==> config.mk <==
export PLATFORM = sky130hd
export DESIGN_NAME = ultrasonic_trigger_flat
export DESIGN_NICKNAME = d
export VERILOG_FILES = /design/src/rtl/ultrasonic_trigger_pkg.sv /design/src/rtl/ultrasonic_trigger_if.sv /design/src/rtl/ultrasonic_trigger_div.sv /design/src/rtl/ultrasonic_trigger.sv /design/src/flat_wrapper.sv
export SDC_FILE = /design/constraint.sdc
export NUM_CORES = 1
export LEC_CHECK = 0
export CAP_MARGIN = 20
export CORE_ASPECT_RATIO = 0.75
export CORE_UTILIZATION = 41
export CTS_CLUSTER_SIZE = 25
export DETAILED_ROUTE_END_ITERATION = 12
export HOLD_SLACK_MARGIN = 0.15
export SLEW_MARGIN = 10
export SYNTH_ARGS = -nofsm -noshare
export SYNTH_HDL_FRONTEND = slang
export SYNTH_SLANG_ARGS = --single-unit
==> constraint.sdc <==
create_clock -name clk0 -period 3.65 [get_ports clk0]
set_input_delay 0.9125 -clock clk0 [delete_from_list [all_inputs] [get_ports clk0]]
set_output_delay 0.9125 -clock clk0 [all_outputs]
set_load 0.02 [all_outputs]
==> src/rtl/ultrasonic_trigger_pkg.sv <==
// ultrasonic_pkg
// Shared definitions for the ultrasonic ranging block: the ranging FSM state
// type, default timing constants for a 50 MHz clk0, and the scale constants
// used to turn an echo width in cycles into centimetres.
//
// The centimetre conversion path is only built when ULTRASONIC_CM_EN is
// defined; the constants below are always present so that the bench and
// the car control logic can reference them either way.
//
// No ports (package).

package ultrasonic_pkg;

  // Ranging cycle states
  typedef enum logic [2:0] {
    IDLE,
    TRIG,
    WAIT_RISE,
    MEASURE,
    HOLDOFF
  } state_t;

  // Default timing at 50 MHz
  localparam int DEF_CNT_W          = 22;
  localparam int DEF_TRIG_CYCLES    = 500;      // 10 us trigger pulse
  localparam int DEF_PERIOD_CYCLES  = 3000000;  // 60 ms trig-to-trig spacing
  localparam int DEF_TIMEOUT_CYCLES = 1500000;  // 30 ms echo wait / max width
  localparam int DEF_NEAR_CYCLES    = 44117;    // near-obstacle threshold

  // dist_cm = echo_cycles * CM_MUL / CM_DIV at 50 MHz
  // (343 m/s round trip -> 17 cm per 50000 cycles)
  localparam int CM_MUL   = 17;
  localparam int CM_MUL_W = 5;
  localparam int CM_DIV   = 50000;
  localparam int CM_DIV_W = 16;
  localparam int DIST_W   = 10;
  localparam int DIST_MAX = 1023;

endpackage

==> src/rtl/ultrasonic_trigger_if.sv <==
// ultrasonic_trigger_if
// Bundles the sensor pins and the result bus of the ultrasonic ranging
// block so the top and the car control logic can pass one handle around.
//
// Signals:
//   enable       car -> ranger  level, 1 = keep ranging continuously
//   echo         pin -> ranger  raw sensor echo (asynchronous)
//   trig         ranger -> pin  sensor trigger pulse
//   busy         ranger -> car  high whenever a ranging cycle is in progress
//   echo_cycles  ranger -> car  last measured echo width in clk0 cycles
//   meas_valid   ranger -> car  1-cycle pulse when echo_cycles updates
//   timeout      ranger -> car  1-cycle pulse when a cycle ends without echo
//   near         ranger -> car  last result valid and within near threshold
//   dist_cm      ranger -> car  distance in cm   (ULTRASONIC_CM_EN only)
//   dist_valid   ranger -> car  1-cycle pulse    (ULTRASONIC_CM_EN only)
//
// Modports: master = ranging block, slave = consumer / pin driver side.
// Optional feature macro: ULTRASONIC_CM_EN.

interface ultrasonic_trigger_if #(
  parameter int CNT_W = 22
);
  import ultrasonic_pkg::*;

  logic             enable;
  logic             echo;
  logic             trig;
  logic             busy;
  logic [CNT_W-1:0] echo_cycles;
  logic             meas_valid;
  logic             timeout;
  logic             near;
`ifdef ULTRASONIC_CM_EN
  logic [DIST_W-1:0] dist_cm;
  logic              dist_valid;
`endif

  modport master (
    input  enable, echo,
    output trig, busy, echo_cycles, meas_valid, timeout,
`ifdef ULTRASONIC_CM_EN
    output dist_cm, dist_valid,
`endif
    output near
  );

  modport slave (
    output enable, echo,
    input  trig, busy, echo_cycles, meas_valid, timeout,
`ifdef ULTRASONIC_CM_EN
    input  dist_cm, dist_valid,
`endif
    input  near
  );

endinterface

==> src/rtl/ultrasonic_trigger_div.sv <==
// ultrasonic_div
// Iterative restoring unsigned divider, one quotient bit per clk0 cycle.
// A start pulse loads the operands (and restarts any division in flight);
// N_W cycles later quotient is updated and done pulses for one cycle.
// done therefore rises N_W+1 cycles after the cycle in which start is high.
//
// Ports:
//   clk0      in   clock, posedge
//   rst       in   synchronous active-high reset
//   start     in   load dividend/divisor and begin
//   dividend  in   N_W bits
//   divisor   in   D_W bits, must be non-zero
//   quotient  out  N_W bits, holds until the next completed division
//   done      out  1-cycle pulse when quotient updates
//
// Only instantiated when ULTRASONIC_CM_EN is defined.

module ultrasonic_div #(
  parameter int N_W = 27,
  parameter int D_W = 16
) (
  input  logic           clk0,
  input  logic           rst,
  input  logic           start,
  input  logic [N_W-1:0] dividend,
  input  logic [D_W-1:0] divisor,
  output logic [N_W-1:0] quotient,
  output logic           done
);

  localparam int C_W = $clog2(N_W + 1);

  logic [N_W-1:0] shreg;
  logic [D_W-1:0] rem;
  logic [D_W-1:0] dvs;
  logic [C_W-1:0] cnt;
  logic           running;

  logic [D_W:0]   trial;
  logic [D_W:0]   diff;
  logic           take;
  logic [N_W-1:0] next_sh;
  logic [D_W-1:0] next_rem;

  // One restoring step: shift the next dividend bit into the remainder and
  // subtract the divisor if it fits. Since rem < divisor, both the restored
  // and the reduced remainder fit back into D_W bits.
  always_comb begin
    trial    = {rem, shreg[N_W-1]};
    diff     = trial - {1'b0, dvs};
    take     = (trial >= {1'b0, dvs});
    next_sh  = {shreg[N_W-2:0], take};
    next_rem = take ? diff[D_W-1:0] : trial[D_W-1:0];
  end

  // shreg starts as the dividend and fills with quotient bits from the right
  always_ff @(posedge clk0) begin
    if (rst) begin
      shreg    <= '0;
      rem      <= '0;
      dvs      <= '0;
      cnt      <= '0;
      running  <= 1'b0;
      quotient <= '0;
      done     <= 1'b0;
    end else begin
      done <= 1'b0;
      if (start) begin
        shreg   <= dividend;
        rem     <= '0;
        dvs     <= divisor;
        cnt     <= C_W'(N_W);
        running <= 1'b1;
      end else if (running) begin
        shreg <= next_sh;
        rem   <= next_rem;
        cnt   <= cnt - C_W'(1);
        if (cnt == C_W'(1)) begin
          running  <= 1'b0;
          quotient <= next_sh;
          done     <= 1'b1;
        end
      end
    end
  end

endmodule

==> src/rtl/ultrasonic_trigger.sv <==
// ultrasonic_trigger
// Initiator side of an HC-SR04-style ranging sensor. Issues a periodic trig
// pulse, waits for the echo, times its width in clk0 cycles and publishes
// one result (or a timeout) per ranging cycle for the motor state machine.
//
// Ports:
//   clk0  in  system clock, posedge
//   rst   in  synchronous active-high reset
//   bus   ultrasonic_trigger_if.master
//         in : enable, echo
//         out: trig, busy, echo_cycles, meas_valid, timeout, near
//              (+ dist_cm, dist_valid with ULTRASONIC_CM_EN)
//
// Optional feature macro: ULTRASONIC_CM_EN adds a centimetre conversion of
// each valid measurement through a sequential divider (ultrasonic_div).

module ultrasonic_trigger
  import ultrasonic_pkg::*;
#(
  parameter int CNT_W          = DEF_CNT_W,
  parameter int TRIG_CYCLES    = DEF_TRIG_CYCLES,
  parameter int PERIOD_CYCLES  = DEF_PERIOD_CYCLES,
  parameter int TIMEOUT_CYCLES = DEF_TIMEOUT_CYCLES,
  parameter int NEAR_CYCLES    = DEF_NEAR_CYCLES
) (
  input  logic             clk0,
  input  logic             rst,
  ultrasonic_trigger_if.master bus
);

  localparam logic [CNT_W-1:0] TRIG_LAST    = CNT_W'(TRIG_CYCLES - 1);
  localparam logic [CNT_W-1:0] PERIOD_MAX   = CNT_W'(PERIOD_CYCLES);
  localparam logic [CNT_W-1:0] PERIOD_LAST  = CNT_W'(PERIOD_CYCLES - 1);
  localparam logic [CNT_W-1:0] TIMEOUT_MAX  = CNT_W'(TIMEOUT_CYCLES);
  localparam logic [CNT_W-1:0] TIMEOUT_LAST = CNT_W'(TIMEOUT_CYCLES - 1);
  localparam logic [CNT_W-1:0] NEAR_MAX     = CNT_W'(NEAR_CYCLES);

  state_t           state;
  logic             echo_m;
  logic             echo_s;
  logic             echo_d;
  logic             rise;
  logic             fall;

  logic [CNT_W-1:0] trig_cnt;
  logic [CNT_W-1:0] wait_cnt;
  logic [CNT_W-1:0] width_cnt;
  logic [CNT_W-1:0] period_cnt;
  logic [CNT_W-1:0] echo_cycles_q;

  logic             trig_q;
  logic             busy_q;
  logic             meas_valid_q;
  logic             timeout_q;
  logic             near_q;

  // Two-flop synchronizer plus one history flop. Rise and fall are both
  // taken from the synchronized pair, so they share the same delay and the
  // measured width equals the pin width in cycles.
  always_ff @(posedge clk0) begin
    if (rst) begin
      echo_m <= 1'b0;
      echo_s <= 1'b0;
      echo_d <= 1'b0;
    end else begin
      echo_m <= bus.echo;
      echo_s <= echo_m;
      echo_d <= echo_s;
    end
  end

  assign rise = echo_s & ~echo_d;
  assign fall = ~echo_s & echo_d;

  // Ranging FSM with registered outputs. The period counter runs from every
  // TRIG entry and HOLDOFF releases on its registered value PERIOD-1, which
  // places the next trig rise exactly PERIOD_CYCLES after the previous one.
  // wait_cnt is compared one below TIMEOUT because it is incremented on the
  // same edge; the timeout pulse thus lands TIMEOUT cycles after trig falls.
  always_ff @(posedge clk0) begin
    if (rst) begin
      state         <= IDLE;
      trig_q        <= 1'b0;
      busy_q        <= 1'b0;
      meas_valid_q  <= 1'b0;
      timeout_q     <= 1'b0;
      near_q        <= 1'b0;
      echo_cycles_q <= '0;
      trig_cnt      <= '0;
      wait_cnt      <= '0;
      width_cnt     <= '0;
      period_cnt    <= '0;
    end else begin
      meas_valid_q <= 1'b0;
      timeout_q    <= 1'b0;

      if (state != IDLE && period_cnt != PERIOD_MAX) begin
        period_cnt <= period_cnt + CNT_W'(1);
      end

      case (state)
        IDLE: begin
          if (bus.enable) begin
            state      <= TRIG;
            trig_q     <= 1'b1;
            busy_q     <= 1'b1;
            period_cnt <= '0;
            trig_cnt   <= '0;
            wait_cnt   <= '0;
          end
        end

        TRIG: begin
          if (trig_cnt == TRIG_LAST) begin
            trig_q <= 1'b0;
            state  <= WAIT_RISE;
          end else begin
            trig_cnt <= trig_cnt + CNT_W'(1);
          end
        end

        // An echo already high on entry produces no rise and times out.
        WAIT_RISE: begin
          if (rise) begin
            state     <= MEASURE;
            width_cnt <= CNT_W'(1);
          end else if (wait_cnt == TIMEOUT_LAST) begin
            timeout_q <= 1'b1;
            near_q    <= 1'b0;
            state     <= HOLDOFF;
          end else begin
            wait_cnt <= wait_cnt + CNT_W'(1);
          end
        end

        // Width limit wins over a fall on the same edge.
        MEASURE: begin
          if (width_cnt >= TIMEOUT_MAX) begin
            echo_cycles_q <= TIMEOUT_MAX;
            timeout_q     <= 1'b1;
            near_q        <= 1'b0;
            state         <= HOLDOFF;
          end else if (fall) begin
            echo_cycles_q <= width_cnt;
            meas_valid_q  <= 1'b1;
            near_q        <= (width_cnt <= NEAR_MAX);
            state         <= HOLDOFF;
          end else if (echo_s) begin
            width_cnt <= width_cnt + CNT_W'(1);
          end
        end

        HOLDOFF: begin
          if (period_cnt >= PERIOD_LAST) begin
            if (bus.enable) begin
              state      <= TRIG;
              trig_q     <= 1'b1;
              period_cnt <= '0;
              trig_cnt   <= '0;
              wait_cnt   <= '0;
            end else begin
              state  <= IDLE;
              busy_q <= 1'b0;
            end
          end
        end

        default: begin
          state  <= IDLE;
          trig_q <= 1'b0;
          busy_q <= 1'b0;
        end
      endcase
    end
  end

  assign bus.trig        = trig_q;
  assign bus.busy        = busy_q;
  assign bus.echo_cycles = echo_cycles_q;
  assign bus.meas_valid  = meas_valid_q;
  assign bus.timeout     = timeout_q;
  assign bus.near        = near_q;

`ifdef ULTRASONIC_CM_EN
  // The product needs CNT_W+5 bits, so the divider takes CNT_W+5 step cycles
  // plus one load cycle: dist_valid follows meas_valid by CNT_W+6 cycles.
  localparam int PROD_W = CNT_W + CM_MUL_W;

  logic [PROD_W-1:0] product;
  logic [PROD_W-1:0] quotient;
  logic              div_done;

  assign product = PROD_W'(echo_cycles_q) * PROD_W'(CM_MUL);

  ultrasonic_div #(
    .N_W (PROD_W),
    .D_W (CM_DIV_W)
  ) u_div (
    .clk0     (clk0),
    .rst      (rst),
    .start    (meas_valid_q),
    .dividend (product),
    .divisor  (CM_DIV_W'(CM_DIV)),
    .quotient (quotient),
    .done     (div_done)
  );

  assign bus.dist_cm    = (|quotient[PROD_W-1:DIST_W]) ? DIST_W'(DIST_MAX)
                                                       : quotient[DIST_W-1:0];
  assign bus.dist_valid = div_done;
`endif

endmodule

==> src/flat_wrapper.sv <==
// flat-port wrapper written by rule: the top's interface ports become plain ports
module ultrasonic_trigger_flat import ultrasonic_pkg::*;
#(
  parameter int CNT_W          = DEF_CNT_W,
  parameter int TRIG_CYCLES    = DEF_TRIG_CYCLES,
  parameter int PERIOD_CYCLES  = DEF_PERIOD_CYCLES,
  parameter int TIMEOUT_CYCLES = DEF_TIMEOUT_CYCLES,
  parameter int NEAR_CYCLES    = DEF_NEAR_CYCLES
)
  (clk0, rst, bus_enable, bus_echo, bus_trig, bus_busy, bus_echo_cycles, bus_meas_valid, bus_timeout, bus_near);
  ultrasonic_trigger_if #(.CNT_W(CNT_W)) bus_i ();
  input  logic clk0;
  input  logic rst;
  input wire logic [$bits(bus_i.enable)-1:0] bus_enable;
  input wire logic [$bits(bus_i.echo)-1:0] bus_echo;
  output wire logic [$bits(bus_i.trig)-1:0] bus_trig;
  output wire logic [$bits(bus_i.busy)-1:0] bus_busy;
  output wire logic [$bits(bus_i.echo_cycles)-1:0] bus_echo_cycles;
  output wire logic [$bits(bus_i.meas_valid)-1:0] bus_meas_valid;
  output wire logic [$bits(bus_i.timeout)-1:0] bus_timeout;
  output wire logic [$bits(bus_i.near)-1:0] bus_near;
  assign bus_i.enable = bus_enable;
  assign bus_i.echo = bus_echo;
  assign bus_trig = bus_i.trig;
  assign bus_busy = bus_i.busy;
  assign bus_echo_cycles = bus_i.echo_cycles;
  assign bus_meas_valid = bus_i.meas_valid;
  assign bus_timeout = bus_i.timeout;
  assign bus_near = bus_i.near;
  ultrasonic_trigger #(.CNT_W(CNT_W), .TRIG_CYCLES(TRIG_CYCLES), .PERIOD_CYCLES(PERIOD_CYCLES), .TIMEOUT_CYCLES(TIMEOUT_CYCLES), .NEAR_CYCLES(NEAR_CYCLES)) u_core (.clk0(clk0), .rst(rst), .bus(bus_i));
endmodule
==> results.ini <==
[run_status]
status = finished, final reports clean

[finish]
fillers = 1290
final_core_util_pct = 50.3
regArea_um2 = 2420
fin_area_um2 = 7010
diodes = 0
fin_cells = 926
area_growth_pct = 18.0
multiInputGateArea_um2 = 3310
mostFrequentLayoutCell = dfxtp_1
nets = 729
drive_gt1_share_pct = 9.99
layout_common_cells = 121 x dfxtp_1, 107 x nor2_1, 54 x nand2_1

[sta]
hold_viol_final = 0
finalMaxSlewViolations = 0
max_freq_ghz = 0.378
slew_headroom_pct = 37.8
final-setup-viol-count = 0
tightest_slew_ns = 0.929
fin_tns_setup_ns = 0
rsz0062_at_grt = false
hold_slack_ns = 0.444
fin_skew_ns = 0.0164
min_period_ns = 2.65
post-route-period-util_pct = 72.5

[worst_setup_path]
required_ns = 4.00
path_depth = 6
path_class = reg2reg
r2r.worst_path.cells = 6
worst_path_max_delay_cell = dfxtp_1
start_kind = register
critical_path_buf_inv_count = 0
crit_path_end_kind = register
crit_chain = nand2b_1, nor2_1, o211a_4, o211ai_2, or3_1, a21oi_1
crit_family = simple AND/OR/NAND/NOR gates
cp.arrival_ns = 3.00
crit_fanout = 15
slowest_delay_ns = 0.63

[cts]
cts_num_sinks = 121
cts_buffers = 17
cts_hold_buffers = 0
cts_setup_buffers = 0
cts_tree = yes
cts_buffer_depth = 2
htree_levels = 4
post_cts_resize_count = 0
cts_root_buffer = clkbuf_16
clk_pin_slew_ns = 0.06
insertion_delay_ns = 0.43

[grt]
grt_pass1_vias = 4648
grt_pass1_wl_mm = 22.7
grt_overflow = 0
grt_max_degree = 32
grt.total_usage_pct = 19.3
antenna_found_initial = 0

[floorplanning]
dieHeight_um = 106
die_area_um2 = 15000
initial_utilization_pct = 42.7
design.core.area_um2 = 13900
die_w_um = 141
rows = 37
io_pins = 31

[place]
place_hpwl_mm = 9.57
gp_congestion = 0.836
dp_cells = 894
portBuffers = 30
post_dp_cell_area_um2 = 6410

[route]
drt_iter0_drc = 304
vias_per_cell = 5.39
vias = 4994
firstDrtPassIters = 4
ant_nets = 0
drt-total-wl_mm = 13.7
drcViolationCount = 0
routedWlPerCell_um = 14.8

[power_and_ir_drop]
p_per_area_nw_per_um2 = 504
p_int_uw = 2580
p_clk_share_pct = 47.8
power.leakage_uw = 0.00234
vdd_ir_drop_max_mv = 0.339
p_sw_uw = 953
pwr-share-seq_pct = 40.1
p_sw_share_pct = 27.0
comb_power_share_pct = 12.0

[synthesis]
synth_fp_nets = 704
synth_cell_types = 67
synth_flop_cell = dfxtp_1
synth_area_per_cell_um2 = 8.58
async_reset_ff_share_pct = 0
ys_warn_count = 0
ys_seq_area_share_pct = 40.7
ys_ff_latch = 121
synthCells = 693
synth_edf_count = 0
syn_area_um2 = 5940

[flow_run]
drv_cap = 0

[worst_hold_path]
hold_path_class = reg2reg
min_path_cells = 1

## power by group through the flow
stage / clock (uW) / combinational, uW / sequential [uW]
4_1_cts: 1720 / 429 / 1420
2_1_floorplan: 0 / 337 / 1420
3_3_place_gp: 0 / 416 / 1440
6_report: 1690 / 426 / 1420
3_5_place_dp: 0 / 427 / 1450
5_1_grt: 1780 / 483 / 1420
## area by class of cell
type / instances / area share (%)
clock buffers: 22 / 6.90
clock inverters: 10 / 1.66
inverters: 15 / 0.803
multi-input cells: 524 / 47.2
flip-flops and latches: 121 / 34.5
well taps: 195 / 3.48
repair buffers: 39 / 5.42
## worst reg2reg max path, stage by stage (launching register included)
cell and delay [ns]:
dfxtp_1 0.63, nand2b_1 0.28, nor2_1 0.39, o211a_4 0.40
o211ai_2 0.28, or3_1 0.45, a21oi_1 0.15
## through the flow
| stage | setup WS [ns] | total power, uW |
|---|---|---|
| 2_1_floorplan | 1.40 | 1760 |
| 3_5_place_dp | 0.619 | 1870 |
| 3_3_place_gp | 0.696 | 1860 |
| 6_report | 1.00 | 3530 |
| 4_1_cts | 1.02 | 3570 |
| 5_1_grt | 0.781 | 3690 |
## registers in the layout, indices dropped and copies added (netlist names)
name	flops
u_core.bus.timeout	1
u_core.wait_cnt	22
u_core.width_cnt	22
u_core.echo_s	1
u_core.state	3
u_core.bus.echo_cycles	22
u_core.bus.meas_valid	1
u_core.bus.busy	1
u_core.bus.near	1
u_core.echo_m	1
u_core.period_cnt	22
u_core.trig_cnt	22
u_core.bus.trig	1
u_core.echo_d	1
## cell families after synthesis
logic type                 synth area share, %
buffers and inverters                     3.68
xor gates and xnor gates                  10.0
AOI/OAI and AO/OA                         13.1
adders and majority gates                 1.47
DFF                                       40.7
muxes                                    0.337
and+or+nand+nor                           30.7
## cell usage after synthesis (14+ instances only)
cell type  instances  area (um^2)
xnor2_1           33          289
nor2_1           107          402
nand3_1           36          180
nand4_1           26          163
clkbuf_1          14         52.6
xor2_1            35          307
nand2_1           55          206
dfxtp_1          121         2420
a21oi_1           23          115
nor3_1            22          110
inv_1             15         56.3
nor4_1            17          106
## metal layers
| metal | share of wire (%) | track usage, % | wire length, um |
|---|---|---|---|
| met2 | 41 | 26.9 | 5680 |
| met3 | 3.9 | 5.54 | 536 |
| met4 | 1.2 | 7.38 | 169 |
| met1 | 53 | 27.6 | 7320 |
| met5 | 0 | 0 | 0 |
## worst paths after layout
kind	end	slack, ns	start
max	u_core.width_cnt[17]	1.00	u_core.state[0]
min	u_core.echo_s	0.44	u_core.echo_m
min reg2reg	u_core.echo_s	0.44	u_core.echo_m
max reg2reg	u_core.width_cnt[17]	1.00	u_core.state[0]
No activity file was read; power rests on OpenSTA's default activity.
